## config.mk

```make
export PLATFORM = sky130hd
export DESIGN_NAME = dataout_fifo
export DESIGN_NICKNAME = d
export VERILOG_FILES = /design/src/rtl/dataout_pkg.sv /design/src/rtl/dataout_fifo_mem.sv /design/src/rtl/dataout_fifo.sv
export SDC_FILE = /design/constraint.sdc
export NUM_CORES = 1
export LEC_CHECK = 0
export CORE_MARGIN = 2
export CORE_UTILIZATION = 51
export DETAILED_ROUTE_END_ITERATION = 10
export PLACE_DENSITY = 0.69
export SETUP_SLACK_MARGIN = 0.1
export SYNTH_ARGS = -nofsm -noshare
export SYNTH_HDL_FRONTEND = slang
export SYNTH_HIERARCHICAL = 1
export SYNTH_SLANG_ARGS = --single-unit
```

## constraint.sdc

```tcl
create_clock -name clk -period 3.5 [get_ports clk]
set_clock_uncertainty 0.2 [all_clocks]
set_input_delay 0.525 -clock clk [delete_from_list [all_inputs] [get_ports clk]]
set_output_delay 0.525 -clock clk [all_outputs]
set_load 0.02 [all_outputs]
```

## src/rtl/dataout_pkg.sv

```systemverilog
// Shared types and defaults for the dataout output path.
package dataout_pkg;

  localparam int DATA_W        = 8;
  localparam int DEPTH_DEFAULT = 16;

  typedef logic [DATA_W-1:0] data_t;

endpackage

```

## src/rtl/dataout_fifo_mem.sv

```systemverilog
// Byte storage for the dataout FIFO: synchronous write, asynchronous read.
module dataout_fifo_mem
  import dataout_pkg::*;
#(
  parameter int  DEPTH = DEPTH_DEFAULT,
  localparam int PTR_W = $clog2(DEPTH)
) (
  input  logic             clk,
  input  logic             we,
  input  logic [PTR_W-1:0] wr_addr,
  input  data_t            wr_data,
  input  logic [PTR_W-1:0] rd_addr,
  output data_t            rd_data
);

  data_t mem [DEPTH];

  always_ff @(posedge clk) begin
    if (we) mem[wr_addr] <= wr_data;
  end

  assign rd_data = mem[rd_addr];

endmodule

```

## src/rtl/dataout_fifo.sv

```systemverilog
// Output byte FIFO feeding the dataout port: valid/full write side,
// ready/read pop side, occupancy and sticky overflow/underflow status.
module dataout_fifo
  import dataout_pkg::*;
#(
  parameter int  DEPTH = DEPTH_DEFAULT,
  localparam int CNT_W = $clog2(DEPTH + 1),
  localparam int PTR_W = $clog2(DEPTH)
) (
  input  logic             clk,
  input  logic             rst,
  input  logic             in_valid,
  input  data_t            in_data,
  output logic             in_full,
  output logic             ready,
  input  logic             read,
  output data_t            data_out,
  output logic [CNT_W-1:0] count,
  output logic             overflow,
  output logic             underflow
);

  logic [PTR_W-1:0] wr_ptr;
  logic [PTR_W-1:0] rd_ptr;
  logic             push;
  logic             pop;
  logic             drop;
  data_t            head;

  assign in_full = (count == CNT_W'(DEPTH));
  assign ready   = (count != '0);

  // A pop in the same cycle frees a slot, so a write at full is still accepted.
  assign pop  = read & ready;
  assign push = in_valid & (~in_full | pop);
  assign drop = in_valid & in_full & ~pop;

  dataout_fifo_mem #(.DEPTH(DEPTH)) u_mem (
    .clk     (clk),
    .we      (push & ~rst),
    .wr_addr (wr_ptr),
    .wr_data (in_data),
    .rd_addr (rd_ptr),
    .rd_data (head)
  );

  assign data_out = ready ? head : '0;

  always_ff @(posedge clk) begin
    if (rst) begin
      wr_ptr    <= '0;
      rd_ptr    <= '0;
      count     <= '0;
      overflow  <= 1'b0;
      underflow <= 1'b0;
    end else begin
      if (push) wr_ptr <= wr_ptr + 1'b1;
      if (pop)  rd_ptr <= rd_ptr + 1'b1;
      count <= count + CNT_W'(push) - CNT_W'(pop);
      if (drop)          overflow  <= 1'b1;
      if (read & ~ready) underflow <= 1'b1;
    end
  end

endmodule
```

# After elaboration in Yosys (flattened, before gate mapping)
# Memory sizes are Yosys's and may differ from the RTL's. A register that Yosys moved wholly into a read port is not among the register bits.
# Index checks and enable logic that the tools add are counted.
[totals]
regBits = 15
latchBits = 0
mem_bits_rw = 128
romBits = 0
in_bits = 12
out_inout_bits = 17
word_cells = 28
n_memories = 1
[mem_list]
columns = ["memory", "depth", "word_bits", "read_ports", "rd_clocked_by_memory_dff", "write_ports", "line_no", "rtl"]
rows = [
  ["u_mem.mem", 16, 8, 1, 1, 1, "dataout_fifo_mem.sv:16", "data_t mem [DEPTH];"],
]
[classes]
addsub = 4
mul = 0
div_mod_pow = 0
magnitude_cmp = 0
eq_ne = 1
n_shift = 0
mux = 5
n_bitwise = 11
reduce_logical = 1
[ops]
columns = ["cell", "count"]
rows = [
  ["adder 4 x 1 -> 4 bit, second input constant", 2],
  ["two-way mux 4 bit", 2],
  ["two-way mux 8 bit", 1],
  ["bitwise AND 1 bit", 6],
  ["adder 5 x 1 -> 5 bit", 1],
  ["equality test 5 bit, second input constant", 1],
  ["nonzero test 5 bit", 1],
  ["subtractor 5 x 1 -> 5 bit", 1],
  ["NOT 1 bit", 4],
  ["two-way mux 1 bit", 2],
  ["bitwise OR 1 bit", 1],
]

# Depth between registers and ports, before layout
[depth]
word_depth = 7
mapped_depth = 15
depth_no_buf = 15

# Modules after synthesis
# The synthesis kept the hierarchy.
[modules_own_cells]
columns = ["mod", "instances", "cells_each", "area_per_inst_um2", "seq_area_each_um2"]
rows = [
  ["dataout_fifo_mem", 1, 221, 4987.3, 3843.7],
  ["dataout_fifo", 1, 92, 830.8, 300.3],
]

# Worst setup path before layout
# No wires, ideal clock.
[synth_path]
path_kind = "reg-to-reg"
startpoint = "reg count[2]"
endpoint = "mem u_mem/mem[0][0] (netlist bit) (enable)"
setup_time_ns = 0.383
arrival_ns = 2.248
required_ns = 2.917
slack_ns = 0.668
stages_incl_launch_ff = 8
period_less_slack_ns = 2.832
cell_sequence = "dfxtp_1 inv_1 ha_1 nand4bb_4 o21ai_4 nor2_1 or3b_2 nor3_1"
[synth_via]
elab_chain_len = 7
[synth_rtl]
columns = ["item", "line_no", "rtl"]
rows = [
  ["start: declaration", "dataout_fifo.sv:18", "output logic [CNT_W-1:0] count,"],
  ["start signal: assignment", "dataout_fifo.sv:59", "count <= count + CNT_W'(push) - CNT_W'(pop);"],
  ["nonzero test 5 bit / equality test 5 bit (equally long branches)", "dataout_fifo.sv:31, dataout_fifo.sv:30", ""],
  ["bitwise AND 1 bit / NOT 1 bit (equally long branches)", "dataout_fifo.sv:34, dataout_fifo.sv:35", ""],
  ["bitwise OR 1 bit *", "dataout_fifo.sv:35", "assign push = in_valid & (~in_full | pop);"],
  ["bitwise AND 1 bit *", "dataout_fifo.sv:35", ""],
  ["bitwise AND 1 bit *", "dataout_fifo.sv:40", ".we (push & ~rst),"],
  ["two-way mux 1 bit *", "dataout_fifo_mem.sv:19", "if (we) mem[wr_addr] <= wr_data;"],
  ["two-way mux 1 bit (implied by the code) *", "dataout_fifo_mem.sv:19", ""],
  ["end: declaration", "dataout_fifo_mem.sv:16", ""],
]
# Mark *: on every way between the ends. The rest lies on a longest branch, timed or not.

==> out/results.txt <==
fmax = 302 MHz
Row Count = 39
largest cells by area after synthesis = edfxtp_1 (66%), mux4_2 (7.0%), mux4_1 (6.3%)
drt wl/cell = 21.8 um
pin count of the biggest net entering global routing = 24
Post-Syn Area = 5820 um^2
drc violations = 0
post-place instance area = 6380 um^2
Die Y = 111 um
startpoint types = flip-flop
Tot GR Track Use = 20.5%
Worst R2R Setup Slack = 470 ps
initial antenna violation count = 0
Starting Density = 51.6%
commonest non-fill, non-tap cell in the layout = edfxtp_1
htree depth = 4
Post-synth ARST share = 0%
CTS sink cnt = 143
RSZ-0062 raised after global routing = yes
Clk pin slew, worst setup/hold paths = 50 ps
starting DRC count in detailed routing = 247
Seq cells post-synth = 143
CTS root buf = clkbuf_16
biggest area consumer among synthesized cells = edfxtp_1
Final Cycle Share = 94.5%
cell count after synthesis = 313
share of layout cells above drive strength 1 = 20.7%
design area = 6940 um^2
DRT Pass-1 Iters = 4
P&R area growth vs syn = 19.2%
gr ovfl total = 0
worst slew pin tran = 593 ps
CTS buffer count = 17
post-DR vias/cell = 5.74
Worst slew margin = 60.3%
worst-skew pair later-pin latency = 420 ps
post-route insts no fill = 525
r2r endpoint = count[4]
Hold Vio Cnt, Final = 0
placed cells = 496
register area share after synthesis = 71.2%
crit path from = rd_ptr[0]
post-synth cell types = 37
outcome = finished, final reports clean
area of the die = 12300 um^2
syn avg cell area = 18.6 um^2
most frequent cells in the layout = edfxtp_1 (128), nor2_1 (25), buf_4 (23)
fin util = 61.5%
cells on worst reg2reg path = 15
Critical Path Fanout Max = 10
share of the synthesized area in the top cell type = 66.1%
total power draw = 0.00489 W
min Tclk post-route = 3310 ps
HP Class = reg2reg
CTS Hold Bufs = 0
Slew Viols, Final = 0
routability cong. = 0.734
Post-synth EDFFs = 128
reg2reg start = count[2]
Vias = 3014
Primary FF master, synth = edfxtp_1
wire length of the first global-routing pass = 18300 um
Critical Setup Path Class = reg2out
CTS tree = done
fill count = 800
Post-DRT Antenna Nets = 0
vias in the first global route = 3081
antenna cell count = 0
YS warnings = 6
Setup Buffers After CTS = 0
Pleak = 2.38 nW
DIE WIDTH = 111 um
worst setup path endpoint = data_out[6]
HPWL after DPL = 7160 um
Buffers on Ports = 28
Max Root-Sink Buffers = 2
Post-Route WL = 11400 um
Max Cap Viol = 0
Core Area = 11300 um^2
Ports = 29
Setup Viol. Count Final = 0
crit path DAT = 2580 ps
crit end category = output port
Worst VDD drop = 0.423 mV
Power Density = 705 nW/um^2
Synth Net Count = 334
setup TNS = 0 ps
nets = 393
Req. time, crit path = 2770 ps
==> worst max-delay path, stage by stage, from the launching register on <==
cell and delay (ps):
dfxtp_4 440, buf_6 210, mux4_2 530, a22oi_1 170
nand2_1 130, and2_1 150, clkdlybuf4s50_1 530
==> metal layers <==
layer / track usage [%] / vias to the layer above / wire length (um)
met4: 6.75 / 0 / 170
li1: - / 1368 / -
met2: 32.1 / 81 / 5700
met3: 5.14 / 12 / 536
met5: 0 / - / 0
met1: 28.6 / 1553 / 5040
==> metrics by stage <==
step	hold WS, ps	worst slack (ps)
after floorplan	282	668
after global placement	250	384
after detailed placement	261	297
after CTS	273	70.2
after global routing	325	67.7
final	272	194
==> cell usage after synthesis, types with 2 or more instances <==
| library cell | count |
|---|---|
| nand3b_1 | 2 |
| buf_2 | 5 |
| and2_1 | 9 |
| nor2b_1 | 4 |
| nand3_1 | 6 |
| mux4_1 | 14 |
| edfxtp_1 | 128 |
| nor3_1 | 5 |
| dfxtp_1 | 15 |
| a22oi_1 | 16 |
| ha_1 | 8 |
| nand2_1 | 11 |
| nor2_1 | 25 |
| nand2b_1 | 2 |
| mux4_2 | 18 |
| xor2_1 | 6 |
| buf_6 | 3 |
| clkdlybuf4s25_2 | 3 |
| inv_1 | 10 |
| a21oi_1 | 6 |
==> worst min-delay path by stage <==
stage | to | from | depth (start not counted)
detailed placement | overflow | overflow | 2
global placement | overflow | overflow | 2
floorplan | wr_ptr[3] | wr_ptr[3] | 2
CTS | overflow | overflow | 2
finish | overflow | overflow | 2
global route | overflow | overflow | 2
==> where the power goes <==
| part | internal, W | switching [W] |
|---|---|---|
| clock | 0.000962 | 0.000649 |
| sequential | 0.00193 | 0.0000760 |
| combinational | 0.000648 | 0.000630 |
==> state kept, by name, summed over array words and instances (netlist names) <==
signal	flops
u_mem/mem	128
underflow	1
count	5
overflow	1
wr_ptr	4
rd_ptr	4
==> what timing repair did <==
item / 4_1_cts / 5_1_grt
setup endpoints to repair: 8 / 5
resized for setup: 6 / 7
endpoints found under the hold margin: 0 / 0
==> cells by family (layout without fill, tap and decap cells) <==
logic type	Yosys count	in the layout	share of synthesized area [%]
XOR/XNOR	7	7	1.05
buffers and inverters	23	92	2.37
flip-flops	143	143	71.2
adder cells (fa/ha/maj)	9	9	2.06
AO/OA/AOI/OAI	27	27	3.33
multiplexers	33	33	13.5
AND/OR/NAND/NOR	71	71	6.49
==> final cells by class <==
| cell class | count | area [um^2] | share of cell area [%] |
|---|---|---|---|
| clock buffers | 19 | 433 | 6.24 |
| clock inverters | 10 | 93.8 | 1.35 |
| inverters | 10 | 37.5 | 0.541 |
| multi-input cells | 147 | 1560 | 22.4 |
| flip-flops and latches | 143 | 4150 | 59.8 |
| well taps | 143 | 179 | 2.58 |
| repair buffers | 53 | 490 | 7.07 |
Power figures use the tool's default switching activity.
